[src/rtl/sb_tx_scheduler.sv]
// Sideband TX scheduler: round-robin pick among NUM_REQ sources, then serialize 64 bits LSB-first and hold an idle gap.
// Latency: grant and first serial bit appear one cycle after the latch edge; message + gap spans 64 + GAP_UI cycles.
// Backpressure: requesters hold req/data until their grant pulse; no new grant while busy or while enable_i is low.
module sb_tx_scheduler #(
    parameter int NUM_REQ = 4,
    parameter int MSG_W   = 64,
    parameter int GAP_UI  = 32
) (
    input  logic                       clk_800MHz,
    input  logic                       reset,
    input  logic                       enable_i,
    input  logic [NUM_REQ-1:0]         req_i,
    input  logic [NUM_REQ*MSG_W-1:0]   data_i,
    output logic [NUM_REQ-1:0]         grant_o,
    output logic                       busy_o,
    output logic                       sb_data_o,
    output logic                       sb_clk_en_o,
    output logic                       done_o
);

    localparam int PTR_W = (NUM_REQ > 1) ? $clog2(NUM_REQ) : 1;
    localparam logic [5:0] BIT_LAST = 6'd63;
    localparam logic [5:0] GAP_LAST = 6'(GAP_UI - 1);

    typedef enum logic [1:0] {
        IDLE = 2'd0,
        SEND = 2'd1,
        GAP  = 2'd2
    } state_t;

    state_t             state, state_nxt;
    logic [PTR_W-1:0]   ptr, ptr_nxt;
    logic [MSG_W-1:0]   shift_reg, shift_nxt;
    logic [5:0]         bit_cnt, bit_nxt;
    logic [5:0]         gap_cnt, gap_nxt;
    logic [NUM_REQ-1:0] grant_nxt;
    logic               busy_nxt;
    logic               clk_en_nxt;
    logic               done_nxt;

    logic               found;
    logic [PTR_W-1:0]   win;
    logic [PTR_W:0]     idx;

    // Shift register LSB is a flop output and drains to zero by the end of SEND,
    // so the serial line is quiet outside SEND without any extra gating.
    assign sb_data_o = shift_reg[0];

    // Round-robin search: first pending requester at or above the pointer, wrapping.
    always_comb begin
        found = 1'b0;
        win   = '0;
        idx   = '0;
        for (int i = 0; i < NUM_REQ; i++) begin
            idx = {1'b0, ptr} + (PTR_W+1)'(i);
            if (idx >= (PTR_W+1)'(NUM_REQ)) begin
                idx = idx - (PTR_W+1)'(NUM_REQ);
            end
            if (!found && req_i[idx[PTR_W-1:0]]) begin
                found = 1'b1;
                win   = idx[PTR_W-1:0];
            end
        end
    end

    // Next-state and next-output logic; every output is computed here and registered below.
    always_comb begin
        state_nxt  = state;
        ptr_nxt    = ptr;
        shift_nxt  = shift_reg;
        bit_nxt    = bit_cnt;
        gap_nxt    = gap_cnt;
        grant_nxt  = '0;
        busy_nxt   = busy_o;
        clk_en_nxt = sb_clk_en_o;
        done_nxt   = 1'b0;
        case (state)
            IDLE: begin
                if (enable_i && found) begin
                    state_nxt      = SEND;
                    ptr_nxt        = (win == PTR_W'(NUM_REQ - 1)) ? '0 : win + PTR_W'(1);
                    shift_nxt      = data_i[win*MSG_W +: MSG_W];
                    bit_nxt        = '0;
                    grant_nxt[win] = 1'b1;
                    busy_nxt       = 1'b1;
                    clk_en_nxt     = 1'b1;
                end
            end
            SEND: begin
                shift_nxt = shift_reg >> 1;
                if (bit_cnt == BIT_LAST) begin
                    state_nxt  = GAP;
                    bit_nxt    = '0;
                    gap_nxt    = '0;
                    clk_en_nxt = 1'b0;
                    done_nxt   = 1'b1;
                end else begin
                    bit_nxt = bit_cnt + 6'd1;
                end
            end
            GAP: begin
                if (gap_cnt == GAP_LAST) begin
                    state_nxt = IDLE;
                    gap_nxt   = '0;
                    busy_nxt  = 1'b0;
                end else begin
                    gap_nxt = gap_cnt + 6'd1;
                end
            end
            default: begin
                state_nxt  = IDLE;
                busy_nxt   = 1'b0;
                clk_en_nxt = 1'b0;
            end
        endcase
    end

    // State, counters and registered outputs; reset aborts any message in flight.
    always_ff @(posedge clk_800MHz or posedge reset) begin
        if (reset) begin
            state       <= IDLE;
            ptr         <= '0;
            shift_reg   <= '0;
            bit_cnt     <= '0;
            gap_cnt     <= '0;
            grant_o     <= '0;
            busy_o      <= 1'b0;
            sb_clk_en_o <= 1'b0;
            done_o      <= 1'b0;
        end else begin
            state       <= state_nxt;
            ptr         <= ptr_nxt;
            shift_reg   <= shift_nxt;
            bit_cnt     <= bit_nxt;
            gap_cnt     <= gap_nxt;
            grant_o     <= grant_nxt;
            busy_o      <= busy_nxt;
            sb_clk_en_o <= clk_en_nxt;
            done_o      <= done_nxt;
        end
    end

endmodule
[config.mk]
export PLATFORM = sky130hd
export DESIGN_NAME = sb_tx_scheduler
export DESIGN_NICKNAME = d
export VERILOG_FILES = /design/src/rtl/sb_tx_scheduler.sv
export SDC_FILE = /design/constraint.sdc
export NUM_CORES = 1
export LEC_CHECK = 0
export BUFFER_PORTS_ARGS = -buffer_cell sky130_fd_sc_hd__buf_2
export CORE_MARGIN = 4
export CORE_UTILIZATION = 40
export DETAILED_ROUTE_END_ITERATION = 7
export PLACE_DENSITY = 0.74
export SLEW_MARGIN = 30
export SYNTH_ARGS = -nofsm -noshare
export SYNTH_HDL_FRONTEND = slang
export SYNTH_SLANG_ARGS = --single-unit
[constraint.sdc]
create_clock -name clk_800MHz -period 5.7 [get_ports clk_800MHz]
set_clock_uncertainty 0.05 [all_clocks]
set_input_delay 0.57 -clock clk_800MHz [delete_from_list [all_inputs] [get_ports clk_800MHz]]
set_output_delay 0.57 -clock clk_800MHz [all_outputs]
set_load 0.01 [all_outputs]
== Word level (Yosys, flattened, before mapping) ==
Index checks and enable logic that the tools add are counted.
Word-level totals
  flip-flop bits (word level): 87
  input port bits: 263
  logic and storage cells: 101
Operators by class
  add/subtract/negate cells: 10
  $lt $le $gt $ge: 10
  eq/ne operators: 8
  shift operators: 1
  multiplexer cells: 44
  bitwise gates (word level): 2
  reductions and logical operators: 17
Operators with widths (number)
  $shiftx 256x9->64: 1
  $pmux 64 s2: 1
  $mux 64: 1
  $mux 2: 12
  $mux 6: 4
  $pmux 6 s2: 2
  $lt 2x3->1 const B: 5
  $mux 1: 14
  $add 6x1->6 const B: 2
  $ge 3x3->1 const B: 3
  $reduce_and 3->1: 3
  $bmux 1 s2: 4
  $mux 4: 2
  $sub 2x1->2 const B: 4
  $add 2x2->3 const B: 2
  $eq 6x5->1 const B: 1
  $eq 6x6->1 const B: 1
  $ne 2x2->1 const B: 3
  $pmux 1 s3: 2
  $pmux 2 s3: 1
  $reduce_and 2->1: 3
  $logic_and 1x1->1: 5
  $eq 2x2->1 const B: 2
  $reduce_bool 2->1: 2
  9 further kinds: 12

== Depth between registers and ports, before layout ==
Gate-level depths: netlist of the first run.
  depth in word-level cells: 20
  mapped depth: 9
  depth with buffers taken out: 7

== Worst setup path after synthesis of the first run ==
OpenSTA, ideal clock, no wires.
  path kind: input to register
  start point: in req_i[2]
  end point: reg ptr[1]
  setup time: 0.117 ns
  data arrival time: 2.010 ns
  path slack: 3.523 ns
  cell stages on the path: 9
  path buffers: 2
  cells stage by stage: nor2b_1 -> a211o_1 -> o21ai_1 -> buf_2 -> clkbuf_1 -> inv_1 -> ha_1 -> nand2_1 -> nand2_1
On the way
  cells in the longest elaborated chain, start to end: 14
Ends and longest elaborated chain
  start: declaration: line 12  | input logic [NUM_REQ-1:0] req_i,
  $bmux 1 s2: line 59  | if (!found && req_i[idx[PTR_W-1:0]]) begin
  $mux 1 (implied by the code): line 59
  $mux 1: line 59
  $logic_not 1->1: line 59
  $logic_and 1x1->1: line 59
  $mux 1: line 59
  $logic_not 1->1: line 59
  $logic_and 1x1->1: line 59
  $mux 1: line 59
  $logic_not 1->1: line 59
  $logic_and 1x1->1: line 59
  $mux 2 / $mux 1 (equally long branches): line 59
  $add 2x1->2, or another cell as far along: line 81  | ptr_nxt = (win == PTR_W'(NUM_REQ - 1)) ? '0 : win + PTR_W'(1);
  $mux 2 / $reduce_and 2->1 (equally long branches)
  end signal: assignment: line 132  | ptr <= ptr_nxt;
  end: declaration: line 32  | logic [PTR_W-1:0] ptr, ptr_nxt;
Several ways; a longest one is shown, not always the timed one. The select of a mux whose other input is x is not followed.
A chain may end at the register's enable or synchronous reset.

== Worst setup path in the final report of the first run ==
  start point: reg state[0]
  end point: reg shift_reg[6]
On the way
  cells in the longest elaborated chain, start to end: 3
Ends and longest elaborated chain
  start: declaration: line 31  | state_t state, state_nxt;
  start signal: assignment: line 131  | state <= state_nxt;
  $eq 2x1->1 / $logic_not 2->1 (equally long branches): line 77  | case (state)
  $reduce_bool 2->1 (no source line) / $ne 2x2->1 (equally long branches)
  $reduce_and 2->1 (no source line)
  end signal: assignment: line 133  | shift_reg <= shift_nxt;
  end: declaration: line 33  | logic [MSG_W-1:0] shift_reg, shift_nxt;
Several ways; a longest one is shown, not always the timed one.

==> metrics.csv, run 1 <==
metric,value,unit
run_status,"finished, final reports clean",
nets,1186,
ys_seq_elements,87,
maxCapViolCount,0,
grt_pass1_wl,31.2,mm
cts_buffer_depth,2,
cts_max_level,3,
synth_edf_count,0,
die_x,133,um
syn_nets,958,
pre_cts_ws,2630,ps
pwr-share-comb,0.510,
regArea,0.00218,sq mm
synth_area,0.00628,sq mm
end_kind,register,
p_clk_frac,0.192,
internal_power,2.23,mW
cts_buffers,9,
vdd_drop_max,0.149,mV
drive_gt1_frac,0.347,
critPathArrivalTime,3190,ps
wl_met3,1.40,mm
synth_compound_area_frac,0.298,
hold_buffers,0,
wl_per_cell,17.0,um
instances_no_fill,1136,
crit_fanout,54,
setup_tns,0,ps
postSynthCellCount,692,
crit_required,5880,ps
drc,0,
fmax,332,MHz
muxShareOfSynthArea,0.104,
synthAdderAreaFrac,0.00598,
wirelength,19.3,mm
synth-simple-area-share,0.186,
synth_ff_type,dfrtp_1,
highest_layer,met4,
sequentialPowerShare,0.298,
slew_headroom,0.363,
grt_pass1_vias,6467,
drv_slew,0,
dp_hpwl,13.8,mm
firstDrtPassIters,5,
rr_startpoint,state[0],
final_cell_area,0.00802,sq mm
routed_via_density,5.56,
wl_met1,8.09,mm
top_level_ports,271,
met2WireLength,9.45,mm
dp.cells,1120,
syn_to_final_growth,27.8,%
critical_path_class,register to register,
grt_usage,0.214,
path_clk_slew,60,ps
n_antenna_cell,0,
start_util,0.410,
multiInputGateArea,0.00378,sq mm
synth_top_family_by_area,compound AO/OA/AOI/OAI gates,
hold_path_class,primary input to asynchronous set/reset pin,
syn_avg_cell_area,9.07,sq um
drt_iter0_markers,328,
synth_cell_types,49,
final.period_utilization,0.529,
reg2reg_slack,2680,ps
largest_register_ffs,64,
powerDensity,450,mW/mm^2
synthArstFlopShare,1.00,
postCtsSetupRepairBufs,0,
swShare,0.381,
seq_area_frac_synth,0.347,
num_vias,6321,
fin_hold_ws,203,ps
core_area,0.0153,sq mm
hold_viol,0,
final_cell_mix,"buf_2 (270), nand2_1 (140), dfrtp_1 (85)",
clk_latency,340,ps
clock_sinks,87,
antenna_found_initial,0,
power.switching,1.38,mW
yosysWarningCount,0,
setup_ws,2680,ps
cts_resized,0,
total_power,3.61,mW
setup_viol,0,
crit_path_start,state[0],
port_buffers,270,
utilization,0.524,
place_area,0.00767,sq mm
rows,45,
min_period,3020,ps
grt_max_degree,66,
die_area,0.0178,sq mm
final_antenna_net_count,0,
tritoncts,built,
synth-xor-area-share,0.00139,
layout_commonest_cell,buf_2,
cts_root_buffer,clkbuf_16,
cp-start-kind,register,
total_leakage_power,4.10,nW
dieHeight,133,um
fillers,1471,
routabilityCongestion,0.828,
grt_remaining_overflow,0,
rsz0062_at_grt,no,
worst_pin_slew,953,ps
[kinds of logic after synthesis]
| family | Yosys count |
|---|---|
| buffers and inverters | 68 |
| multiplexers | 65 |
| flip-flops | 87 |
| adder cells (fa/ha/maj) | 3 |
| AND/OR/NAND/NOR | 245 |
| XOR/XNOR | 1 |
| AO/OA/AOI/OAI | 223 |
[power by group through the flow]
stage | logic, mW | clock network (mW) | registers (mW)
after CTS | 1.86 | 0.708 | 1.07
after floorplan | 1.53 | 0 | 1.02
after global routing | 2.08 | 0.728 | 1.11
final | 1.84 | 0.692 | 1.08
after detailed placement | 1.86 | 0 | 1.08
after global placement | 1.82 | 0 | 1.08
[Yosys cell counts (all sizes together), types with 4 or more instances]
master    n  area share
o311ai   63       0.091
o21ai    17       0.014
a21oi     4      0.0032
or2      63       0.063
a21o     63       0.075
nor2     11      0.0078
nand2   141       0.085
buf      29       0.035
a221oi   63       0.098
mux2i    65        0.10
nand2b    4      0.0040
nor2b     8      0.0084
clkbuf   35       0.021
dfrtp    87        0.35
inv       4      0.0024
nand3     6      0.0048
[worst max-delay path: stages (launching register included)]
cell and delay (ps):
dfrtp_2 730, buf_4 490, nor2b_4 510, buf_4 600, a221oi_1 130, or2_0 250, o311ai_0 90
[path summary, 6_finish.rpt]
path | endpoint | cells past startpoint
setup / recovery | shift_reg[6] | 6
hold / removal | shift_reg[27] | 2
setup reg to reg | shift_reg[6] | 6
hold reg to reg | shift_reg[36] | 2
max in group asynchronous | state[0] | 3
min in group clk_800MHz | shift_reg[36] | 2
[layer usage]
layer	up-vias	track usage
li1	3068	-
met1	2970	0.269
met2	258	0.366
met3	25	0.0389
met4	0	0.0829
met5	-	0
[final cells by class]
cell class                 count  area share
clock buffer                  11      0.0303
clock inverter                 5      0.0131
inverter                       4     0.00250
multi-input combinational    537       0.471
sequential                    87       0.272
tap                          211      0.0329
timing repair buffer         281       0.179
(Power assumes the default switching activity.)
==> inputs of run 2 (changes only) <==
Clock period 5.7 ns to 2.9 ns, I/O delays scaled along.
==> metrics.csv, run 2 (synthesized netlist as in run 1, its figures left out) <==
metric,value,unit
die_x,133,um
syn_to_final_growth,29.5,%
wirelength,18.6,mm
rr_startpoint,ptr[1],
cts_buffer_depth,2,
run_status,"finished, final reports clean",
p_clk_frac,0.182,
grt_pass1_vias,6190,
sequentialPowerShare,0.294,
final_cell_area,0.00813,sq mm
worstHoldEndpoint,shift_reg[63],
total_leakage_power,4.16,nW
slew_headroom,0.358,
n_antenna_cell,0,
cts_root_buffer,clkbuf_16,
fillers,1467,
num_vias,6258,
utilization,0.531,
clock_sinks,87,
top_level_ports,271,
layout_commonest_cell,buf_2,
firstDrtPassIters,5,
rows,45,
pre_cts_ws,587,ps
hold_viol,0,
final_antenna_net_count,0,
vdd_drop_max,0.489,mV
critPathArrivalTime,2410,ps
min_period,2250,ps
final_cell_mix,"buf_2 (270), nand2_1 (140), dfrtp_1 (85)",
nets,1193,
crit_path_start,ptr[1],
reg2reg_slack,650,ps
cts_buffers,9,
pwr-share-comb,0.524,
drive_gt1_frac,0.352,
port_buffers,270,
worst_pin_slew,960,ps
hold_buffers,1,
end_kind,register,
path_cells,nor4_1 > nor2_4 > buf_4 > mux2i_1 > o311ai_0,
start_util,0.410,
path_clk_slew,70,ps
cpPeakStageDelay,610,ps
postCtsSetupRepairBufs,0,
grt_remaining_overflow,0,
tritoncts,built,
place_area,0.00779,sq mm
cp-start-kind,register,
drc,0,
grt_max_degree,65,
fmax,444,MHz
internal_power,4.38,mW
swShare,0.382,
r2r_cells,5,
rsz0062_at_grt,no,
powerDensity,871,mW/mm^2
rr_endpoint,shift_reg[6],
hold_path_class,primary input to register,
crit_required,3060,ps
grt_pass1_wl,29.7,mm
dp.cells,1126,
drt_iter0_markers,265,
routed_via_density,5.48,
slowest_stage,nor4_1,
dieHeight,133,um
critical_path_class,register to register,
core_area,0.0153,sq mm
routabilityCongestion,0.816,
dp_hpwl,13.7,mm
final.period_utilization,0.776,
setup_viol,0,
setup_tns,0,ps
drv_slew,0,
wl_per_cell,16.3,um
grt_usage,0.201,
maxCapViolCount,0,
clk_latency,340,ps
cts_max_level,3,
hold_start,data_i[255],
setup_ws,649,ps
total_power,7.09,mW
antenna_found_initial,0,
die_area,0.0178,sq mm
fin_hold_ws,224,ps
power.switching,2.70,mW
cts_resized,0,
instances_no_fill,1143,
crit_fanout,35,
largest_register_ffs,64,
hold-path-cell-count,3,
[run 2: power by group through the flow]
stage | registers, mW | clock network, mW | logic (mW)
6_report | 2.08 | 1.29 | 3.71
5_1_grt | 2.15 | 1.37 | 4.13
4_1_cts | 2.08 | 1.33 | 3.76
3_5_place_dp | 2.10 | 0 | 3.76
3_3_place_gp | 2.09 | 0 | 3.66
2_1_floorplan | 2.01 | 0 | 3.01
[run 2: worst max path at each step]
stage | to | slack, ps
6_report | shift_reg[6] | 650
5_1_grt | shift_reg[6] | 550
4_1_cts | shift_reg[6] | 630
3_5_place_dp | shift_reg[6] | 590
3_3_place_gp | shift_reg[6] | 640
2_1_floorplan | bit_cnt[0] | 310
[run 2: per-layer routing]
layer  vias up  track usage  share of wire
met5         -            0              0
met4         0       0.0600          0.015
met3        20       0.0295          0.064
met2       221        0.358           0.50
met1      2933        0.252           0.42
li1       3084            -              -
[run 2: area by class of cell]
type / instances / area [sq um] / area share
Clock buffer: 10 / 239 / 0.0294
Clock inverter: 6 / 91.3 / 0.0112
Inverter: 4 / 16.3 / 0.00200
Multi-Input combinational cell: 537 / 3780 / 0.465
Sequential cell: 87 / 2180 / 0.268
Tap cell: 211 / 264 / 0.0325
Timing Repair Buffer: 288 / 1560 / 0.192
[run 2: critical path: cells and delay by family (launching register included)]
| family | cells | cell delay [ps] |
|---|---|---|
| AND/OR/NAND/NOR | 2 | 680 |
| flip-flops | 1 | 490 |
| AO/OA/AOI/OAI | 1 | 340 |
| buffers and inverters | 1 | 310 |
| multiplexers | 1 | 210 |
